**src/rtl/fifo_stream_reader.sv**
```systemverilog
// Read-side engine for the 8-bit synchronous FIFO: absorbs the 1-cycle read latency in a 2-entry skid buffer.
// Define FIFO_RD_FRAME_EN to generate m_last every FRAME_LEN words; otherwise m_last is tied low.
module fifo_stream_reader #(
    parameter int DW        = 8,
    parameter int CW        = 8,
    parameter int FRAME_LEN = 4
) (
    input  logic          clk,
    input  logic          rst,
    input  logic          en,
    input  logic          fifo_empty,
    output logic          fifo_rd_en,
    input  logic [DW-1:0] fifo_data,
    output logic          m_valid,
    input  logic          m_ready,
    output logic [DW-1:0] m_data,
    output logic          m_last,
    output logic [CW-1:0] rd_count,
    output logic          busy
);

    if (FRAME_LEN < 1) begin : g_bad_frame_len
        $error("FRAME_LEN must be >= 1");
    end

    logic [1:0]    occ_q, occ_d;
    logic          inflight_q, inflight_d;
    logic [DW-1:0] head_q, head_d;
    logic [DW-1:0] tail_q, tail_d;
    logic [CW-1:0] cnt_q, cnt_d;
    logic          pop;
    logic [2:0]    owed;

    assign pop        = m_valid & m_ready;
    // Words held plus words still owed by the FIFO, after this cycle's handshake.
    assign owed       = {1'b0, occ_q} + {2'b0, inflight_q} - {2'b0, pop};
    assign fifo_rd_en = en & ~fifo_empty & ~rst & (owed < 3'd2);

    assign m_valid  = (occ_q != 2'd0);
    assign m_data   = head_q;
    assign rd_count = cnt_q;
    assign busy     = inflight_q | (occ_q != 2'd0);

    always_comb begin
        head_d     = head_q;
        tail_d     = tail_q;
        inflight_d = fifo_rd_en;
        cnt_d      = cnt_q + CW'(pop);
        occ_d      = occ_q + {1'b0, inflight_q} - {1'b0, pop};
        if (pop && occ_q == 2'd2)
            head_d = tail_q;
        // Returning word lands at the head if the head is free (or leaving), else behind it.
        if (inflight_q) begin
            if (occ_q == 2'd0 || (occ_q == 2'd1 && pop))
                head_d = fifo_data;
            else
                tail_d = fifo_data;
        end
    end

    always_ff @(posedge clk) begin
        if (rst) begin
            occ_q      <= '0;
            inflight_q <= 1'b0;
            head_q     <= '0;
            tail_q     <= '0;
            cnt_q      <= '0;
        end else begin
            occ_q      <= occ_d;
            inflight_q <= inflight_d;
            head_q     <= head_d;
            tail_q     <= tail_d;
            cnt_q      <= cnt_d;
        end
    end

`ifdef FIFO_RD_FRAME_EN
    localparam int BW = (FRAME_LEN > 1) ? $clog2(FRAME_LEN) : 1;

    logic [BW-1:0] beat_q, beat_d;

    always_comb begin
        beat_d = beat_q;
        if (pop)
            beat_d = (beat_q == BW'(FRAME_LEN - 1)) ? '0 : beat_q + BW'(1);
    end

    always_ff @(posedge clk) begin
        if (rst)
            beat_q <= '0;
        else
            beat_q <= beat_d;
    end

    // The head word's frame index is always the handshake count, so its last flag follows it out.
    assign m_last = m_valid & (beat_q == BW'(FRAME_LEN - 1));
`else
    assign m_last = 1'b0;
`endif

endmodule

```
**config.mk**
```make
export PLATFORM = sky130hd
export DESIGN_NAME = fifo_stream_reader
export DESIGN_NICKNAME = d
export VERILOG_FILES = /design/src/rtl/fifo_stream_reader.sv
export SDC_FILE = /design/constraint.sdc
export NUM_CORES = 1
export LEC_CHECK = 0
export ABC_AREA = 1
export CAP_MARGIN = 20
export CORE_MARGIN = 5
export CORE_UTILIZATION = 25
export CTS_BUF_LIST = sky130_fd_sc_hd__clkbuf_16
export CTS_CLUSTER_DIAMETER = 80
export DETAILED_ROUTE_END_ITERATION = 10
export GPL_TIMING_DRIVEN = 1
export SYNTH_ARGS = -nofsm -noshare
export SYNTH_HDL_FRONTEND = slang
export SYNTH_SLANG_ARGS = --single-unit
export TNS_END_PERCENT = 100
```
**constraint.sdc**
```tcl
create_clock -name clk -period 2.73 [get_ports clk]
set_clock_uncertainty 0.05 [all_clocks]
set_input_delay 0.6825 -clock clk [delete_from_list [all_inputs] [get_ports clk]]
set_output_delay 0.6825 -clock clk [all_outputs]
set_load 0.02 [all_outputs]
```
==> summary.md <==
| Metric | Value |
|---|---|
| ANT cells | 0 |
| CP Max Fanout | 2 |
| Period Utilization, post-route | 1.07 |
| Routed wire length | 2700 um |
| Number of H-tree levels | 1 |
| Die area | 6500 um^2 |
| DIE WIDTH | 80.6 um |
| First-pass GRT wire length | 4690 um |
| Crit-path cells | buf_12, inv_12, nor2_4, nand2_2, nand2_1, ha_2, fa_2, inv_2, nand2_4, nor4_4, buf_4 |
| DRC viols | 0 |
| Pre-CTS WS | -1.19 ns |
| Ratio of cells with drive above 1 in the final layout | 0.231 |
| Post-detail-place hpwl | 2010 um |
| DR pass1 iterations | 4 |
| Max Cap Viol | 0 |
| Ys async rst share | 0 |
| Most common cell after layout, fill and taps aside | clkdlybuf4s50_1 |
| DR vias | 1084 |
| Crit path launch type | primary input |
| WS Path Type | in -> out |
| EDFF count, synth | 0 |
| Area of the core | 4790 um^2 |
| Final GP Congestion | 0.749 |
| Final core utilization | 0.384 |
| Post-synth net total | 170 |
| Initial core utilization | 0.261 |
| Int Power | 893 uW |
| Nets | 212 |
| Ports | 33 |
| Avg Inst Size Synth | 8.10 um^2 |
| Cts bufs inserted | 3 |
| Leakage | 0.000680 uW |
| Worst Path Arrival | 2.19 ns |
| Root buf cell | clkbuf_16 |
| Number of synthesized register bits | 27 |
| Status | finished, violations left |
| Port Buffers | 31 |
| Final Hold Vio Count | 0 |
| Syn. warnings | 0 |
| Cells after DPL | 259 |
| Crit-path max cell delay | 0.44 ns |
| Largest net degree at the start of global routing | 21 |
| Final ANT Viol Nets | 0 |
| RSZ-0062 raised after global routing | true |
| Area Overhead vs Synth | 47.2% |
| Max-slew headroom | 0.603 |
| Worst-Margin Slew | 0.594 ns |
| Global Route Usage Sum | 0.0919 |
| Logic pwr share | 0.397 |
| Max-slew violations | 0 |
| Post CTS Setup Buffer Count | 0 |
| Worst-Skew Late Latency | 0.26 ns |
| Syn Std Cell Area | 1250 um^2 |
| Switching share of power | 0.325 |
| # setup viols final | 1 |
| Hold Crit Class | reg -> reg |
| Net switching power | 431 uW |
| Crit-path slowest cell | fa_2 |
| Die height | 80.6 um |
| Hold_ws | 0.405 ns |
| Yosys cell types | 29 |
| Number of DRC markers in iteration 0 | 32 |
| Achievable frequency | 342 MHz |
| CP required | 2.00 ns |
| Tmin final | 2.92 ns |
| Worst VDD drop | 0.000372 V |
| Clock sink total | 27 |
| Commonest non-fill, non-tap cells in the layout | clkdlybuf4s50_1 (29), dfxtp_1 (25), a21oi_1 (24), nor2_1 (20), inv_1 (17) |
| Number of global-route vias before repair | 1046 |
| Seq/Total Area, Yosys | 0.433 |
| Fin cells | 262 |
| Cells after Synth | 154 |
| Average wire per standard cell | 10.3 um |
| Max Buffers Root-to-Sink | 2 |
| Clock power share | 0.245 |
| Violated checks | negative setup slack |
| Top_reg_cell synth | dfxtp_1 |
| Worst-path clk slew | 0.06 ns |
| CTS tree | done |
| PnR worst setup slack | -0.190 ns |
| Fillers | 509 |
| Reg power frac | 0.358 |
| Pwr dens | 721 nW/um^2 |
| Vias per inst | 4.14 |
| Initial antenna violation count | 0 |
| Site row count | 25 |
| CP endpoint kind | primary output |
| Gr ovfl total | 0 |
-- power by group through the flow --
stage                     Combinational, uW  Sequential (uW)  Clock [uW]
final                                   525              474         324
after CTS                               511              473         339
after global routing                    573              480         353
after detailed placement                493              482           0
after floorplan                         238              522           0
after global placement                  488              481           0
-- synthesized netlist by cell type (2+ instances only) --
cell | instances | share of area
o21ai_0 | 16 | 0.064
a21oi_2 | 3 | 0.021
a21oi_1 | 24 | 0.096
nor4_1 | 2 | 0.010
nor2_1 | 21 | 0.063
o21ai_1 | 2 | 0.0080
nand2_4 | 3 | 0.027
o21ai_2 | 2 | 0.014
nand2_1 | 13 | 0.039
dfxtp_1 | 27 | 0.43
inv_1 | 20 | 0.060
ha_1 | 2 | 0.020
nand3_4 | 2 | 0.028
buf_6 | 2 | 0.018
-- layer usage --
metal,track usage,vias up,share of wire
met3,0.0392,2,0.087
met5,0,-,0
met2,0.152,34,0.46
met1,0.110,465,0.44
met4,0.0203,0,0.0044
li1,-,583,-
-- stage by stage --
step / total power, uW / TNS, ns / instance area [um^2]
finish: 1320 / -0.190 / 1840
CTS: 1320 / -0.235 / 1820
global route: 1410 / -0.297 / 1840
global placement: 969 / -1.17 / 1730
floorplan: 761 / -0.0192 / 1290
detailed placement: 975 / -1.21 / 1730
-- logic make-up after synthesis --
| logic type | count (synthesis) | synth area share |
|---|---|---|
| other | 1 | 0.00301 |
| AOI/OAI and AO/OA | 47 | 0.204 |
| adders and majority gates | 3 | 0.0361 |
| DFF | 27 | 0.433 |
| buffers and inverters | 27 | 0.108 |
| xor gates and xnor gates | 1 | 0.00702 |
| and+or+nand+nor | 48 | 0.209 |
-- layout make-up --
cell class,instances,area [um^2],area share
well taps,67,83.8,0.0456
multi-input cells,100,632,0.344
inverters,21,91.3,0.0497
clock buffers,3,75.1,0.0409
repair buffers,43,408,0.222
clock inverters,1,3.75,0.00204
flip-flops and latches,27,543,0.296
-- path summary, 6_finish.rpt --
path                                        startpoint                     end  slack, ns  depth (start not counted)
worst max-delay path                           m_ready              fifo_rd_en      -0.19                         11
worst max register to register     occ_q[0]$_SDFF_PP0_   inflight_q$_SDFF_PP0_       0.87                         11
worst min-delay path            tail_q[1]$_SDFFE_PP0P_  tail_q[1]$_SDFFE_PP0P_       0.41                          2
worst min register to register  tail_q[1]$_SDFFE_PP0P_  tail_q[1]$_SDFFE_PP0P_       0.41                          2
-- sequential cells by signal, indices dropped and copies added, names as in the netlist --
register / cells
m_data: 8
rd_count: 8
tail_q: 8
occ_q: 2
inflight_q: 1
-- worst max-delay path: cells and delay by family --
family | cells | cell delay, ns
fa+ha+maj | 2 | 0.61
buf+inv | 4 | 0.38
simple gates | 5 | 0.50
-- timing repair --
item	CTS	global route
setup endpoints to repair	1	1
resized for setup	14	6
pin swaps	8	5
endpoints found under the hold margin	0	0
cloned	0	0
hold buffers	0	0
(Power assumes the default switching activity.)
==> patch (same flow settings) <==
Put one more register stage on the output `rd_count`, with the module's reset. The value now appears one clock later. The other outputs are not delayed to match.
--- a/src/rtl/fifo_stream_reader.sv
+++ b/src/rtl/fifo_stream_reader.sv
@@ -39,5 +39,11 @@
     assign m_valid  = (occ_q != 2'd0);
     assign m_data   = head_q;
-    assign rd_count = cnt_q;
+    always_ff @(posedge clk) begin
+        if (rst) begin
+            rd_count <= '0;
+        end else begin
+            rd_count <= cnt_q;
+        end
+    end
     assign busy     = inflight_q | (occ_q != 2'd0);
 
Behaviour: not the same (Yosys sat finds a counterexample within 4 cycles, from zero or initial values and one cycle with rst high).
==> patch against the original RTL <==
  * The flow still finishes with violations (setup timing)
  * Combinational power down 5.9%
  * Count of clock-buffer cells in the layout grew 2
  * Worst setup slack improved by 0.058 ns
  * Worst hold slack got worse by 0.014 ns
  * Design area increased by 14%
  * Sequential cell count up 8
  * Clock power is 62% higher
  * Core utilization fell by 0.71 points
  * Total power increased by 22%
  * Synthesized area is 14% higher
  * Wire length is 11% higher
  * Cell count rose by 12%
  * Largest power group is now sequential cells
==> patch: results (changes against the original RTL) <==
H-tree levels 2 (+1); Syn. warnings 0 (unchanged); Longest Clk Path Bufs 2 (unchanged); DRT antenna net count 0 (unchanged); most common flop cell mapped by yosys dfxtp_1; RR Endpoint inflight_q; Critical Path Fanout Max 2 (unchanged); syn_nets 194 (+14%); Clock Latency Late Sink between 0.2 and 0.3 ns; post-synth cell types 26 (-10%); reg-to-reg critical path startpoint occ_q[0]; Nets 237 (+12%); worst setup margin -0.132 ns (+0.0580 ns); hold path endpoint rd_count[6]; Synth area leaders dfxtp_1, a21oi_1, nor2_1; First-pass DRT Iterations 4 (unchanged); status finished, violations left; Placer Congestion 0.716 (-4.5%); WP data arrival 2.13 ns (-0.06 ns); vias after detailed routing 1227 (+13%); Worst R2R Setup Slack 0.90 ns (+0.03 ns); PortBufs 31 (unchanged); failing checks setup timing; Residual DRC 0 (unchanged); ys async rst share 0 (unchanged); Synth top cells by count dfxtp_1, a21oi_1, nor2_1; Min-Delay Path Class register to register; initial DRC count 46 (+44%); drt wl/cell 10.2 um (-0.79%); leak pwr 0.786 nW (+16%); largest net degree at the start of global routing 17 (-19%); Max Cap Violations 0 (unchanged); cts bufs inserted 5 (+2); dpl cell area 0.00192 mm2 (+11%); Min-Delay Path Depth 2 (unchanged); initial antenna violation count 0 (unchanged); dpl hpwl 2110 um (+5.0%); total track usage 0.0905 (-0.00145); peak supply drop 0.297 mV (-20%); first-pass GRT wire length 5220 um (+11%); share of cells above drive strength 1 0.185 (-0.0461); endpoints failing setup 1 (unchanged); FF-to-FF path depth 9 (-2); number of diodes 0 (unchanged); worst hold path startpoint cnt_q[6]; Seq/Total Area, Yosys 0.492 (+0.0584); vias in the first global route 1131 (+8.1%); root buf cell clkbuf_16; CTS clk-pin slew, worst paths ~0.050 ns
## patch: how the worst max path moves through the flow
stage | depth (start not counted) | endpoint | slack (ns) | startpoint
after global routing | 10 | fifo_rd_en | -0.24 | m_ready
after global placement | 10 | fifo_rd_en | -1.26 | m_ready
after detailed placement | 10 | fifo_rd_en | -1.25 | m_ready
after floorplan | 9 | fifo_rd_en | -0.03 | m_ready
final | 10 | fifo_rd_en | -0.13 | m_ready
after CTS | 10 | fifo_rd_en | -0.13 | m_ready
## patch: area by class of cell
type                            instances  area [um2]
Inverter                               27         114
Clock buffer                            5         125
Multi-Input combinational cell        108         618
Clock inverter                          3        11.3
Timing Repair Buffer                   44         428
Tap cell                               72        90.1
Sequential cell                        35         701
Fill cell                             599        3450
## patch: cells by family (layout without fill, tap and decap cells)
group / Yosys count / in the layout / share of synthesized area
XOR/XNOR: 1 / 1 / 0.00615
AND/OR/NAND/NOR: 54 / 54 / 0.183
adder cells (fa/ha/maj): 3 / 3 / 0.0316
buffers and inverters: 35 / 79 / 0.108
AO/OA/AOI/OAI: 49 / 49 / 0.177
other: 1 / 1 / 0.00263
flip-flops: 35 / 35 / 0.492
## patch: stage by stage
step | utilization | hold WS [ns] | setup TNS, ns | worst slack, ns | cells
final | 0.377 | 0.391 | -0.132 | -0.132 | 294
after floorplan | - | 0.366 | -0.0288 | -0.0288 | 178
after global placement | 0.346 | 0.380 | -1.33 | -1.26 | 285
after global routing | 0.377 | 0.422 | -0.241 | -0.241 | 294
after CTS | 0.376 | 0.394 | -0.132 | -0.132 | 294
after detailed placement | 0.346 | 0.386 | -1.34 | -1.25 | 285
## patch: worst max-delay path, stage by stage
cell,delay (ns)
buf_12,0.11
inv_12,0.04
nor2_4,0.03
nand2_2,0.06
nand2_1,0.06
ha_2,0.17
fa_2,0.35
xnor2_2,0.17
nor4_4,0.27
buf_4,0.17
## patch: report_power, final
group	leakage, nW	internal (mW)	total (mW)	switching [mW]
registers	0.283	0.564	0.594	0.0298
clock network	0.0701	0.328	0.525	0.197
logic	0.433	0.244	0.494	0.250
## patch: what timing repair did
item | CTS | global route
gates resized for setup | 18 | 1
setup endpoints to repair | 1 | 1
buffers inserted | 1 | 0
endpoints found under the hold margin | 0 | 0
pin swaps | 3 | 0
## patch: metal layers
metal | GRT usage | share of wire
met1 | 0.111 | 0.48
met2 | 0.142 | 0.45
met3 | 0.0307 | 0.061
met4 | 0.0432 | 0.015
met5 | 0 | 0
